$ cat config.mk
export PLATFORM = sky130hd
export DESIGN_NAME = rand_range_draw
export DESIGN_NICKNAME = d
export VERILOG_FILES = /design/src/rtl/rand_range_draw_pkg.sv /design/src/rtl/rand_range_draw_mask_gen.sv /design/src/rtl/rand_range_draw.sv
export SDC_FILE = /design/constraint.sdc
export NUM_CORES = 1
export LEC_CHECK = 0
export CAP_MARGIN = 20
export CORE_ASPECT_RATIO = 0.5
export CORE_MARGIN = 4
export CORE_UTILIZATION = 40
export DETAILED_ROUTE_END_ITERATION = 7
export GPL_ROUTABILITY_DRIVEN = 0
export PLACE_DENSITY = 0.75
export SYNTH_ARGS = -nofsm -noshare
export SYNTH_HDL_FRONTEND = slang
export SYNTH_HIERARCHICAL = 1
export SYNTH_SLANG_ARGS = --single-unit
$ cat constraint.sdc
create_clock -name Clk -period 2.8 [get_ports Clk]
set_clock_uncertainty 0.15 [all_clocks]
set_input_delay 0.56 -clock Clk [delete_from_list [all_inputs] [get_ports Clk]]
set_output_delay 0.56 -clock Clk [all_outputs]
set_load 0.05 [all_outputs]
$ cat src/rtl/rand_range_draw_pkg.sv
// Shared game definitions: draw FSM encoding and the generator word width.
package rand_range_draw_pkg;

   localparam int RAND_WORD_W = 31;

   typedef enum logic [1:0] {
      IDLE   = 2'd0,
      SAMPLE = 2'd1,
      DONE   = 2'd2
   } rd_state_t;

endpackage

$ cat src/rtl/rand_range_draw_mask_gen.sv
// Combinational smear: every bit at or below the MSB of val_i is set,
// giving the smallest 2^k-1 that is >= val_i.
module rand_mask_gen #(
   parameter int N = 6
) (
   input  logic [N-1:0] val_i,
   output logic [N-1:0] mask_o
);

   logic [N-1:0] smear_s;

   // Priority-OR from the MSB down.
   always_comb begin
      smear_s = {N{1'b0}};
      smear_s[N-1] = val_i[N-1];
      for (int i = N - 2; i >= 0; i--) begin
         smear_s[i] = smear_s[i+1] | val_i[i];
      end
   end

   assign mask_o = smear_s;

endmodule

$ cat src/rtl/rand_range_draw.sv
// Bounded random draw in [0, limit-1] from the free-running generator word,
// using masked rejection sampling with a fixed retry budget.
module rand_range_draw
   import rand_range_draw_pkg::*;
#(
   parameter int W         = 5,
   parameter int OFFSET    = 7,
   parameter int MAX_TRIES = 4
) (
   input  logic                   Clk,
   input  logic                   Reset,
   input  logic [RAND_WORD_W-1:0] rnd_in,
   input  logic                   req,
   input  logic [W-1:0]           limit,
   output logic                   busy,
   output logic                   valid,
   output logic [W-1:0]           value,
   output logic                   fallback
);

   localparam int TW = $clog2(MAX_TRIES) + 1;
   localparam logic [TW-1:0] LAST_TRY   = TW'(MAX_TRIES - 1);
   localparam logic [TW-1:0] TRY_ONE    = {{(TW-1){1'b0}}, 1'b1};
   localparam logic [W:0]    FULL_RANGE = {1'b1, {W{1'b0}}};
   localparam logic [W:0]    ONE_W1     = {{W{1'b0}}, 1'b1};

   rd_state_t       state_q, state_d;
   logic [W:0]      lim_q, lim_d;
   logic [W:0]      mask_q, mask_d;
   logic [TW-1:0]   tries_q, tries_d;
   logic [W-1:0]    value_q, value_d;
   logic            fallback_q, fallback_d;
   logic            busy_q, busy_d;
   logic            valid_q, valid_d;

   logic [W:0]      lim_acc_s;
   logic [W:0]      lim_acc_m1_s;
   logic [W:0]      mask_acc_s;
   logic [W-1:0]    window_s;
   logic [W:0]      sample_s;
   logic [W:0]      diff_s;
   logic            unused_s;

   // A zero limit selects the full 2^W range, hence the extra bit.
   assign lim_acc_s    = (limit == {W{1'b0}}) ? FULL_RANGE : {1'b0, limit};
   assign lim_acc_m1_s = lim_acc_s - ONE_W1;

   rand_mask_gen #(.N(W + 1)) u_mask_gen (
      .val_i  (lim_acc_m1_s),
      .mask_o (mask_acc_s)
   );

   assign window_s = rnd_in[OFFSET+W-1:OFFSET];
   assign sample_s = {1'b0, window_s} & mask_q;
   // sample <= mask < 2*lim, so the reduced value always fits below lim.
   assign diff_s   = sample_s - lim_q;
   assign unused_s = ^{rnd_in[RAND_WORD_W-1:OFFSET+W], rnd_in[OFFSET-1:0], diff_s[W]};

   // Next-state and datapath update for the draw FSM.
   always_comb begin
      state_d    = state_q;
      lim_d      = lim_q;
      mask_d     = mask_q;
      tries_d    = tries_q;
      value_d    = value_q;
      fallback_d = fallback_q;
      case (state_q)
         IDLE: begin
            if (req) begin
               lim_d   = lim_acc_s;
               mask_d  = mask_acc_s;
               tries_d = {TW{1'b0}};
               state_d = SAMPLE;
            end else begin
               state_d = IDLE;
            end
         end
         SAMPLE: begin
            if (sample_s < lim_q) begin
               value_d    = sample_s[W-1:0];
               fallback_d = 1'b0;
               state_d    = DONE;
            end else if (tries_q == LAST_TRY) begin
               value_d    = diff_s[W-1:0];
               fallback_d = 1'b1;
               state_d    = DONE;
            end else begin
               tries_d    = tries_q + TRY_ONE;
               state_d    = SAMPLE;
            end
         end
         DONE: begin
            state_d = IDLE;
         end
         default: begin
            state_d = IDLE;
         end
      endcase
      busy_d  = (state_d == SAMPLE);
      valid_d = (state_d == DONE);
   end

   // State and output registers with synchronous reset.
   always_ff @(posedge Clk) begin
      if (Reset) begin
         state_q    <= IDLE;
         lim_q      <= {(W+1){1'b0}};
         mask_q     <= {(W+1){1'b0}};
         tries_q    <= {TW{1'b0}};
         value_q    <= {W{1'b0}};
         fallback_q <= 1'b0;
         busy_q     <= 1'b0;
         valid_q    <= 1'b0;
      end else begin
         state_q    <= state_d;
         lim_q      <= lim_d;
         mask_q     <= mask_d;
         tries_q    <= tries_d;
         value_q    <= value_d;
         fallback_q <= fallback_d;
         busy_q     <= busy_d;
         valid_q    <= valid_d;
      end
   end

   assign busy     = busy_q;
   assign valid    = valid_q;
   assign value    = value_q;
   assign fallback = fallback_q;

endmodule

==> flow_metrics.tcl <==
set metrics [dict create \
    status "completed" \
    hp-start "mask_q[2]$_SDFFE_PP0P_" \
    ant_nets 0 \
    portBuffers 20 \
    p_leak_nw 0.679 \
    maxCapViolations 0 \
    crit_required_ns 2.78 \
    cts_tree "done" \
    grt_overflow 0 \
    num_io_pins 47 \
    drt_pass1_iterations 4 \
    hold_ws_ns 0.302 \
    hold_depth 2 \
    floorplan.initialDensity 0.441 \
    dp_hpwl_um 2370 \
    relSlewSlack 0.564 \
    syn_area_per_cell_um2 8.38 \
    grt_pass1_wl_um 4880 \
    r2r_slack_ns 0.68 \
    rsz0062_at_grt "false" \
    synth_cells 167 \
    dr_total_vias 1213 \
    clkLatencyLatePin_ns 0.26 \
    worstSetupPathType "input pin to register" \
    routedWlPerCell_um 12.3 \
    r2r.worst_path.cells 7 \
    via_per_inst 5.08 \
    critPathMaxStageDelay_ns 0.46 \
    worstMarginPinSlew_ns 0.652 \
    fin_tns_setup_ns 0 \
    die_y_um 49.8 \
    drive_gt1_frac 0.110 \
    dieArea_mm2 0.00456 \
    fmax_mhz 392 \
    fp.coreArea_mm2 0.00317 \
    clock_path_buffers 2 \
    synth_area_mm2 0.00140 \
    mostFrequentLayoutCells "nand2_1 (26), dfxtp_1 (24), clkdlybuf4s50_1 (20)" \
    crit_path_end_kind "register" \
    grt_pass1_vias 1114 \
    cts_buffers 3 \
    hold_viol 0 \
    grt_max_degree 19 \
    hold_buffers 0 \
    clkSinkCount 24 \
    cts_max_level 1 \
    diodes 0 \
    routed_wl_um 2940 \
    synth_warnings 6 \
    layout_commonest_cell "nand2_1" \
    cp_data_arrival_time_ns 2.53 \
    ir_drop_mv 0.184 \
    fin_crit_ns 2.55 \
    power.density_mw_per_mm2 526 \
    cp_slowest_cell "clkdlybuf4s50_1" \
    worst_r2r_endpoint "tries_q[0]$_SDFFE_PP0P_" \
    nNetsFinal 241 \
    grt_usage 0.131 \
    root_buffer "clkbuf_8" \
    drc 0 \
    setup_viol 0 \
    hp-class "register to register" \
    crit-reg2reg-launch "mask_q[0]$_SDFFE_PP0P_" \
    post-cts-setup-buffers 0 \
    drt-initial-drc-count 49 \
    cts_resized 0 \
    fillers 302 \
    area_delta_synth_final_pct 23.2 \
    path_cells "clkdlybuf4s50_1 > nand2_1 > ha_1 > fa_1 > nor2b_4 > o2111ai_4 > a21oi_2 > o31ai_1" \
    antenna_found_initial 0 \
    hold_end "mask_q[2]$_SDFFE_PP0P_" \
    cts.clk_slew.worst_paths_ns 0.07 \
    crit_path_max_fanout 6 \
    start_kind "input pin" \
    fp-row-count 14 \
    drv_slew 0 \
    fin_crit_sh 0.910 \
    die_w_um 91.6 \
]
-- power by group --
group          internal [mW]  switching [mW]
Sequential             0.370          0.0147
Combinational          0.140           0.188
Clock                 0.0961          0.0990
-- how the worst max path moves through the flow --
| stage | to | startpoint | slack, ns |
|---|---|---|---|
| after floorplan | value[0]$_SDFFE_PP0P_ | rnd_in[7] | 0.56 |
| after global placement | tries_q[0]$_SDFFE_PP0P_ | rnd_in[7] | -0.03 |
| after detailed placement | tries_q[0]$_SDFFE_PP0P_ | rnd_in[7] | -0.03 |
| after CTS | tries_q[0]$_SDFFE_PP0P_ | rnd_in[7] | 0.23 |
| after global routing | tries_q[0]$_SDFFE_PP0P_ | rnd_in[7] | 0.12 |
| final | tries_q[0]$_SDFFE_PP0P_ | rnd_in[7] | 0.25 |
-- state kept, by name (all words and copies together) (netlist names) --
name,flops
value,5
tries_q,3
valid,1
mask_q,5
busy,1
state_q,2
lim_q,6
fallback,1
-- stage by stage --
step | total power [mW] | instances | area, um2 | worst slack (ns) | util
finish | 0.907 | 239 | 1720 | 0.252 | 0.543
global route | 0.963 | 239 | 1720 | 0.120 | 0.543
CTS | 0.911 | 239 | 1720 | 0.233 | 0.543
detailed placement | 0.717 | 236 | 1680 | -0.0328 | 0.530
global placement | 0.710 | 236 | 1680 | -0.0258 | 0.530
floorplan | 0.620 | 168 | 1400 | 0.558 | -
-- area by class of cell --
class / count / area (um2) / share of cell area
Multi-Input combinational cell: 126 / 851 / 0.494
Tap cell: 48 / 60.1 / 0.0349
Sequential cell: 24 / 480 / 0.279
Timing Repair Buffer: 26 / 245 / 0.142
Clock buffer: 3 / 41.3 / 0.0240
Inverter: 12 / 45.0 / 0.0261
-- critical path: cells and delay by family --
kind / cells / cell delay, ns
AOI/OAI and AO/OA: 3 / 0.57
buffers and inverters: 1 / 0.46
adders and majority gates: 2 / 0.64
and+or+nand+nor: 2 / 0.30
-- per-layer routing --
metal  global-route usage  routed length [um]  share of wire  vias up
li1                     -                   -              -      638
met1                0.184                1530           0.52      550
met2                0.197                1270           0.43       21
met3               0.0350                 108          0.037        4
met4               0.0325                  29         0.0099        0
met5                    0                   0              0        -
(Power assumes the default switching activity.)
